===== config.mk =====
export PLATFORM = sky130hd
export DESIGN_NAME = global_mem_responder_flat
export DESIGN_NICKNAME = d
export VERILOG_FILES = /design/src/rtl/global_mem_responder_if.sv /design/src/rtl/global_mem_responder.sv /design/src/flat_wrapper.sv
export SDC_FILE = /design/constraint.sdc
export NUM_CORES = 2
export LEC_CHECK = 0
export ABC_AREA = 0
export CORE_MARGIN = 2
export CORE_UTILIZATION = 30
export CTS_CLUSTER_SIZE = 8
export DETAILED_ROUTE_END_ITERATION = 8
export PLACE_DENSITY = 0.42
export REMOVE_ABC_BUFFERS = 1
export SYNTH_ARGS = -nofsm -noshare
export SYNTH_HDL_FRONTEND = slang
export SYNTH_SLANG_ARGS = --single-unit

===== constraint.sdc =====
create_clock -name clk -period 91.7 [get_ports clk]
set_clock_uncertainty 0.15 [all_clocks]
set_input_delay 9.17 -clock clk [delete_from_list [all_inputs] [get_ports clk]]
set_output_delay 9.17 -clock clk [all_outputs]
set_load 0.03 [all_outputs]

===== src/rtl/global_mem_responder_if.sv =====
// mem_if: per-channel valid/ready read and write request bundle between a cache's
// global-memory initiator (producer) and the memory model (consumer).
interface mem_if #(
  parameter int ADDR_BITS = 8,
  parameter int DATA_BITS = 8,
  parameter int CHANNELS  = 1
);
  logic [CHANNELS-1:0]                read_valid;
  logic [CHANNELS-1:0][ADDR_BITS-1:0] read_address;
  logic [CHANNELS-1:0]                write_valid;
  logic [CHANNELS-1:0][ADDR_BITS-1:0] write_address;
  logic [CHANNELS-1:0][DATA_BITS-1:0] write_data;
  logic [CHANNELS-1:0]                read_ready;
  logic [CHANNELS-1:0][DATA_BITS-1:0] read_data;
  logic [CHANNELS-1:0]                write_ready;

  modport consumer (
    input  read_valid, read_address, write_valid, write_address, write_data,
    output read_ready, read_data, write_ready
  );

  modport producer (
    output read_valid, read_address, write_valid, write_address, write_data,
    input  read_ready, read_data, write_ready
  );
endinterface


===== src/rtl/global_mem_responder.sv =====
// Global data-memory model: round-robin over channels, one request in flight, ready pulses
// LATENCY cycles after accept; requesters hold valid until ready (a held valid is not re-served).
module global_mem_responder #(
  parameter int ADDR_BITS     = 8,
  parameter int DATA_BITS     = 8,
  parameter int CHANNELS      = 1,
  parameter int READ_LATENCY  = 2,
  parameter int WRITE_LATENCY = 2,
  localparam int CH_BITS      = (CHANNELS > 1) ? $clog2(CHANNELS) : 1
) (
  input  logic               clk,
  input  logic               reset,
  mem_if.consumer            mem_port,
  output logic               busy,
  output logic [CH_BITS-1:0] served_channel
);

  localparam int DEPTH    = 2 ** ADDR_BITS;
  localparam int MAX_LAT  = (READ_LATENCY > WRITE_LATENCY) ? READ_LATENCY : WRITE_LATENCY;
  localparam int CNT_BITS = (MAX_LAT > 1) ? $clog2(MAX_LAT) : 1;
  localparam logic [CNT_BITS-1:0] RD_LOAD = CNT_BITS'(READ_LATENCY - 1);
  localparam logic [CNT_BITS-1:0] WR_LOAD = CNT_BITS'(WRITE_LATENCY - 1);

  typedef enum logic [1:0] {IDLE, BUSY, RESPOND} state_t;

  state_t                             state_q, state_d;
  logic [CHANNELS-1:0]                armed_q;
  logic [CHANNELS-1:0]                rd_rdy_q, wr_rdy_q;
  logic [CHANNELS-1:0][DATA_BITS-1:0] rd_dat_q;
  logic [CH_BITS-1:0]                 ch_q, last_q;
  logic                               op_wr_q;
  logic [ADDR_BITS-1:0]               addr_q;
  logic [DATA_BITS-1:0]               wdata_q;
  logic [CNT_BITS-1:0]                cnt_q;
  logic [DATA_BITS-1:0]               mem_q [DEPTH];

  logic [CHANNELS-1:0] eligible;
  logic                grant_vld;
  logic [CH_BITS-1:0]  grant_ch;
  logic                accept;
  logic                accept_wr;
  int                  idx;

  assign eligible = armed_q & (mem_port.read_valid | mem_port.write_valid);

  // Search starts one past the last winner so every channel gets a turn.
  always_comb begin
    grant_vld = 1'b0;
    grant_ch  = '0;
    idx       = 0;
    for (int i = 1; i <= CHANNELS; i++) begin
      idx = (int'(last_q) + i) % CHANNELS;
      if (!grant_vld && eligible[idx]) begin
        grant_vld = 1'b1;
        grant_ch  = CH_BITS'(idx);
      end
    end
  end

  always_comb begin
    state_d   = state_q;
    accept    = 1'b0;
    // A channel with both valids gets its read served first.
    accept_wr = !mem_port.read_valid[grant_ch];
    case (state_q)
      IDLE: begin
        if (grant_vld) begin
          accept  = 1'b1;
          state_d = BUSY;
        end
      end
      BUSY: begin
        if (cnt_q == '0) state_d = RESPOND;
      end
      RESPOND: state_d = IDLE;
      default: state_d = IDLE;
    endcase
  end

  always_ff @(posedge clk or posedge reset) begin
    if (reset) begin
      state_q  <= IDLE;
      armed_q  <= '1;
      rd_rdy_q <= '0;
      wr_rdy_q <= '0;
      rd_dat_q <= '0;
      ch_q     <= '0;
      last_q   <= '0;
      op_wr_q  <= 1'b0;
      addr_q   <= '0;
      wdata_q  <= '0;
      cnt_q    <= '0;
      for (int i = 0; i < DEPTH; i++) mem_q[i] <= '0;
    end else begin
      state_q <= state_d;
      if (accept) begin
        ch_q    <= grant_ch;
        last_q  <= grant_ch;
        op_wr_q <= accept_wr;
        addr_q  <= accept_wr ? mem_port.write_address[grant_ch] : mem_port.read_address[grant_ch];
        wdata_q <= mem_port.write_data[grant_ch];
        cnt_q   <= accept_wr ? WR_LOAD : RD_LOAD;
      end
      if (state_q == BUSY) begin
        if (cnt_q == '0) begin
          if (op_wr_q) begin
            mem_q[addr_q]  <= wdata_q;
            wr_rdy_q[ch_q] <= 1'b1;
          end else begin
            rd_rdy_q[ch_q] <= 1'b1;
            rd_dat_q[ch_q] <= mem_q[addr_q];
          end
        end else begin
          cnt_q <= cnt_q - 1'b1;
        end
      end
      if (state_q == RESPOND) begin
        rd_rdy_q      <= '0;
        wr_rdy_q      <= '0;
        rd_dat_q      <= '0;
        armed_q[ch_q] <= 1'b0;
      end
      // Re-arm wins over the clear: a requester already idle is ready for a fresh request.
      for (int c = 0; c < CHANNELS; c++) begin
        if (!mem_port.read_valid[c] && !mem_port.write_valid[c]) armed_q[c] <= 1'b1;
      end
    end
  end

  assign mem_port.read_ready  = rd_rdy_q;
  assign mem_port.write_ready = wr_rdy_q;
  assign mem_port.read_data   = rd_dat_q;
  assign busy                 = (state_q != IDLE);
  assign served_channel       = ch_q;

endmodule


===== src/flat_wrapper.sv =====
// flat-port wrapper written by rule: the top's interface ports become plain ports
module global_mem_responder_flat 
#(
  parameter int ADDR_BITS     = 8,
  parameter int DATA_BITS     = 8,
  parameter int CHANNELS      = 1,
  parameter int READ_LATENCY  = 2,
  parameter int WRITE_LATENCY = 2,
  localparam int CH_BITS      = (CHANNELS > 1) ? $clog2(CHANNELS) : 1
)
  (clk, reset, busy, served_channel, mem_port_read_valid, mem_port_read_address, mem_port_write_valid, mem_port_write_address, mem_port_write_data, mem_port_read_ready, mem_port_read_data, mem_port_write_ready);
  mem_if #(.ADDR_BITS(ADDR_BITS), .DATA_BITS(DATA_BITS), .CHANNELS(CHANNELS)) mem_port_i ();
  input  logic clk;
  input  logic reset;
  output logic busy;
  output logic [CH_BITS-1:0] served_channel;
  input wire logic [$bits(mem_port_i.read_valid)-1:0] mem_port_read_valid;
  input wire logic [$bits(mem_port_i.read_address)-1:0] mem_port_read_address;
  input wire logic [$bits(mem_port_i.write_valid)-1:0] mem_port_write_valid;
  input wire logic [$bits(mem_port_i.write_address)-1:0] mem_port_write_address;
  input wire logic [$bits(mem_port_i.write_data)-1:0] mem_port_write_data;
  output wire logic [$bits(mem_port_i.read_ready)-1:0] mem_port_read_ready;
  output wire logic [$bits(mem_port_i.read_data)-1:0] mem_port_read_data;
  output wire logic [$bits(mem_port_i.write_ready)-1:0] mem_port_write_ready;
  assign mem_port_i.read_valid = mem_port_read_valid;
  assign mem_port_i.read_address = mem_port_read_address;
  assign mem_port_i.write_valid = mem_port_write_valid;
  assign mem_port_i.write_address = mem_port_write_address;
  assign mem_port_i.write_data = mem_port_write_data;
  assign mem_port_read_ready = mem_port_i.read_ready;
  assign mem_port_read_data = mem_port_i.read_data;
  assign mem_port_write_ready = mem_port_i.write_ready;
  global_mem_responder #(.ADDR_BITS(ADDR_BITS), .DATA_BITS(DATA_BITS), .CHANNELS(CHANNELS), .READ_LATENCY(READ_LATENCY), .WRITE_LATENCY(WRITE_LATENCY)) u_core (.clk(clk), .reset(reset), .mem_port(mem_port_i), .busy(busy), .served_channel(served_channel));
endmodule

# Yosys cells after proc, flatten, opt, wreduce, memory -nomap -nowiden
# Index checks and enable logic that the tools add are counted.
[word_totals]
output_inout_bits = 12
in_bits = 28
regBits = 2079
[classes]
magnitude_cmp = 2
n_eq_ne = 6
add_sub_neg = 1
bitwise_logic = 4
n_mux = 30
n_reduce_logical = 13
[ops]
columns = ["operator", "n"]
rows = [
  ["bitwise mux 2048 bit", 1],
  ["binary-select mux 8 bit (select 8 bit)", 1],
  ["demux 8 bit (select 8 bit)", 1],
  ["two-way mux 8 bit", 8],
  ["two-way mux 1 bit", 16],
  ["greater-or-equal comparator 9 bit (second input constant)", 1],
  ["< comparator 9 x 1 -> 1 bit (second input constant)", 1],
  ["NOT 8 -> 9 bit", 1],
  ["AND reduction 3 bit", 3],
  ["nonzero test 2 bit", 4],
  ["inequality test 2 bit (second input constant)", 3],
  ["two-way mux 2 bit", 2],
  ["case mux 2 bit (2 select lines)", 1],
  ["equality test 2 x 1 -> 1 bit (second input constant)", 1],
  ["equality test 2 bit (second input constant)", 1],
  ["logical AND 1 bit", 2],
  ["zero test 1 bit", 2],
  ["zero test 2 bit", 1],
  ["inequality test 2 x 1 -> 1 bit (second input constant)", 1],
  ["AND reduction 2 bit", 1],
  ["bitwise AND 1 bit", 1],
  ["NOT 1 bit", 1],
  ["OR 1 bit", 1],
  ["subtractor 1 bit (second input constant)", 1],
]

# Logic depth before layout (Yosys ltp)
[depth]
word_depth = 8
mapped_depth = 13
mapped_depth_nobuf = 7

# Least setup slack after synthesis
# Ideal clock, no wire load.
[synth_path]
kind = "input-to-reg"
startpoint = "in mem_port_read_valid"
endpoint = "reg u_core.wdata_q[7]"
slack_ns = 81.291
arrival_time_ns = 10.134
setup_time_ns = 0.125
cell_stages = 5
t_required_ns = 91.425
cell_sequence = "nor2_1 nor2_1 nand2_1 clkbuf_1 mux2_2"
[synth_via]
elab_chain_len = 5
[synth_rtl]
columns = ["item", "line_no", "rtl"]
rows = [
  ["start: declaration", "flat_wrapper.sv:17", "input wire logic [$bits(mem_port_i.read_valid)-1:0] mem_port_read_valid;"],
  ["OR 1 bit", "global_mem_responder.sv:44", "assign eligible = armed_q & (mem_port.read_valid | mem_port.write_valid);"],
  ["bitwise AND 1 bit", "global_mem_responder.sv:44", ""],
  ["two-way mux 1 bit", "global_mem_responder.sv:53", "if (!grant_vld && eligible[idx]) begin"],
  ["two-way mux 1 bit", "global_mem_responder.sv:67", "if (grant_vld) begin"],
  ["two-way mux 1 bit", "global_mem_responder.sv:65", "case (state_q)"],
  ["end signal: assignment", "global_mem_responder.sv:101", "wdata_q <= mem_port.write_data[grant_ch];"],
  ["end: declaration", "global_mem_responder.sv:33", "logic [DATA_BITS-1:0] wdata_q;"],
]
# Every way passes these cells.
# A chain may end at the register's enable or synchronous reset.

==> results.py <==
metrics = {
    "outcome": {
        "status": "complete, no violations",
    },
    "synthesis": {
        "seq_area_frac_synth_pct": 54.7,
        "synth_top_area_cell": "dfrtp_1",
        "ys_ff_latch": 2079,
        "ys_async_sr_fraction_pct": 100,
        "netlist.area_leader.share_pct": 54.6,
        "synth.top_cells.by_count": "2078 x dfrtp_1, 2060 x mux2_2, 385 x mux4_2",
        "syn_area_per_cell_sq_um": 15.0,
        "ys_types": 62,
        "synth.top_cells.by_area": "dfrtp_1 55%, mux2_2 24%, mux4_2 9.1%",
        "synth_ff_type": "dfrtp_1",
        "yosys_warnings": 0,
        "yosysMostFrequentCell": "dfrtp_1",
        "synth_area_sq_mm": 0.0952,
        "synth_edf_count": 0,
        "synthCells": 6338,
    },
    "worst_setup_path": {
        "worst_path_most_repeated_cell": "buf_4",
        "crit_path_max_incr_delay_ps": 920,
        "arrival_ps": 16080,
        "worstPathCellList": "clkdlybuf4s50_1 > inv_8 > buf_12 > buf_4 > buf_4 > buf_4 > buf_4 > buf_4 > buf_4",
        "cp_max_fo": 151,
        "start_kind": "input pin",
        "cp.buffers_inverters": 9,
        "cpLargestDelayFamily": "buffers and inverters",
        "required_ps": 92360,
        "worstSetupPathType": "in -> async",
        "critPathCaptureType": "asynchronous set/reset pin",
        "crit_slowest_cell": "buf_4",
    },
    "placement": {
        "gp_congestion": 0.776,
        "placed_cells": 10200,
        "port_buffers": 38,
        "place_hpwl_um": 189000,
    },
    "route": {
        "wl_per_cell_um": 29.1,
        "ant_nets": 0,
        "drtPass1Iterations": 5,
        "wirelength_um": 306000,
        "avgViaCountPerCell": 5.28,
        "drc": 0,
        "dr_total_vias": 55700,
        "drtIter0Drc": 3732,
    },
    "grt": {
        "globalRoute.busiestLayer": "met2",
        "grt_pass1_wl_um": 446000,
        "met3_usage_pct": 2.62,
        "grt_util_met2_pct": 30.7,
        "met1_usage_pct": 26.3,
        "grt_antenna_before_repair": 11,
        "overflow": 0,
        "grt_pass1_vias": 59200,
        "grt.total_usage_pct": 18.9,
        "grt_max_degree": 177,
    },
    "clock_tree": {
        "clkSinkCount": 2079,
        "cts_buffers": 302,
        "root_buffer": "clkbuf_16",
        "ctsHoldBuffers": 0,
        "clock_latency_ps": 860,
        "post_cts_resized": 0,
        "path_clk_slew_ps": 50,
        "post-cts-setup-buffer-count": 0,
        "htree_levels": 5,
        "cts_tree": "done",
        "clk_path_buf_depth": 4,
    },
    "layout": {
        "final_core_util_pct": 34.3,
        "drive_gt1_share_pct": 48.3,
        "fin_cells": 10600,
        "nFillCells": 30300,
        "nets": 6392,
        "syn_to_final_growth_pct": 13.5,
    },
    "sta": {
        "tightestPinTransition_ps": 1210,
        "period_needed_ps": 15420,
        "slew_headroom_pct": 19.5,
        "rsz0062_at_grt": "no",
        "fin_crit_sh_pct": 16.8,
        "hold_viol": 0,
        "max_clock_freq_ghz": 0.0649,
        "drv_slew": 0,
        "fin_tns_setup_ps": 0,
        "finalSetupViolCount": 0,
    },
    "pwr": {
        "p_int_uw": 1800,
        "p_clk_share_pct": 35.5,
        "cellLeakagePower_uw": 0.0508,
        "powerDensity_mw_per_mm2": 26.1,
        "swShare_pct": 36.2,
        "seq_power_share_pct": 37.5,
        "power_frac_comb_pct": 27.0,
        "peakVddDrop_mv": 0.0246,
        "power_switching_uw": 1020,
    },
    "floorplan": {
        "ioPinCount": 40,
        "row_count": 206,
        "die_h_um": 567,
        "coreArea_sq_mm": 0.315,
        "initial_utilization_pct": 30.2,
        "fp.dieArea_sq_mm": 0.322,
        "die_w_um": 567,
    },
    "min_path": {
        "holdCritPathClass": "reg -> reg",
    },
    "flow_run": {
        "max_cap_violations": 0,
    },
}
-- final cells by class --
cell class,instances,area (sq um),area share (%)
Timing Repair Buffer,180,1580,1.47
Antenna cell,6,15.0,0.0139
Inverter,10,50.0,0.0463
Multi-Input combinational cell,3787,41100,38.1
Sequential cell,2079,52100,48.2
Clock inverter,9,104,0.0961
Tap cell,4160,5200,4.82
Clock buffer,319,7870,7.28
-- path summary, 6_finish.rpt --
path	startpoint	end	slack, ps	cells after the start
worst max register to register	u_core.addr_q[0]	u_core.mem_port.read_data[6]	85000	11
worst min-delay path	u_core.mem_q[223]	u_core.mem_q[223]	330	1
max in group clk	u_core.state_q[0]	busy	80050	4
min in group asynchronous	reset	u_core.mem_q[1245]	8810	2
worst min register to register	u_core.mem_q[223]	u_core.mem_q[223]	330	1
worst max-delay path	reset	u_core.mem_q[1094]	76280	9
-- through the flow --
stage	cell area [sq um]	total power [uW]	hold slack, ps	setup slack (ps)
finish	108000	2820	331	76280
global route	108000	2940	355	75210
CTS	108000	2870	337	75950
detailed placement	100000	1850	325	75030
global placement	100000	1840	317	75240
floorplan	93000	1650	302	23650
-- metal layers --
layer  up-vias  part of all wire, %
met5         -                0.027
met4         6                  2.5
met3       415                  3.9
met2      1016                   48
met1     30700                   46
li1      23600                    -
-- state kept, by name, summed over array words and instances (netlist names) --
register / cells
u_core.mem_port.read_data: 8
u_core.addr_q: 8
u_core.mem_port.write_ready: 1
u_core.cnt_q: 1
u_core.mem_q: 2048
u_core.mem_port.read_ready: 1
u_core.wdata_q: 8
u_core.armed_q: 1
u_core.op_wr_q: 1
u_core.state_q: 2
-- logic make-up (layout without fill, tap and decap cells) --
group | count (synthesis) | count (layout) | share of synthesized area, %
adder cells (fa/ha/maj) | 4 | 4 | 0.0526
other | 1 | 7 | 0.00394
flip-flops | 2079 | 2079 | 54.7
AND/OR/NAND/NOR | 660 | 660 | 3.34
AO/OA/AOI/OAI | 353 | 353 | 2.73
buffers and inverters | 472 | 518 | 2.30
multiplexers | 2769 | 2769 | 36.9
-- power by group through the flow --
stage	Clock (uW)	Combinational [uW]	Sequential [uW]
final	1000	761	1060
after global routing	1070	807	1070
after CTS	1030	779	1060
after detailed placement	0	778	1070
after global placement	0	775	1070
after floorplan	0	483	1160
-- cells in the final DEF, fill, tap and decap left out, types with 14 or more instances in the layout --
cell type           n
nand2_2            40
nor3_1             19
a221oi_1           14
a32oi_1            14
dfrtp_1          2062
nand2_1           252
mux2i_1           318
mux2_2           2060
nor2_2             80
o21ai_0            25
a22oi_1            98
clkdlybuf4s50_1    38
clkbuf_16         313
mux4_2            385
o2111ai_1          23
nor2_1            101
nand3_1            55
nand4_1            34
o22ai_1            38
a31oi_1            16
buf_4             131
a21oi_1            40
-- worst register-to-register path: cells and delay by family, from the launching register on --
family / cells / cell delay [ps]
AOI/OAI and AO/OA: 5 / 2280
buffers and inverters: 5 / 3290
DFF: 1 / 740
muxes: 1 / 140
Note: power is estimated with default switching activity, not from simulation.
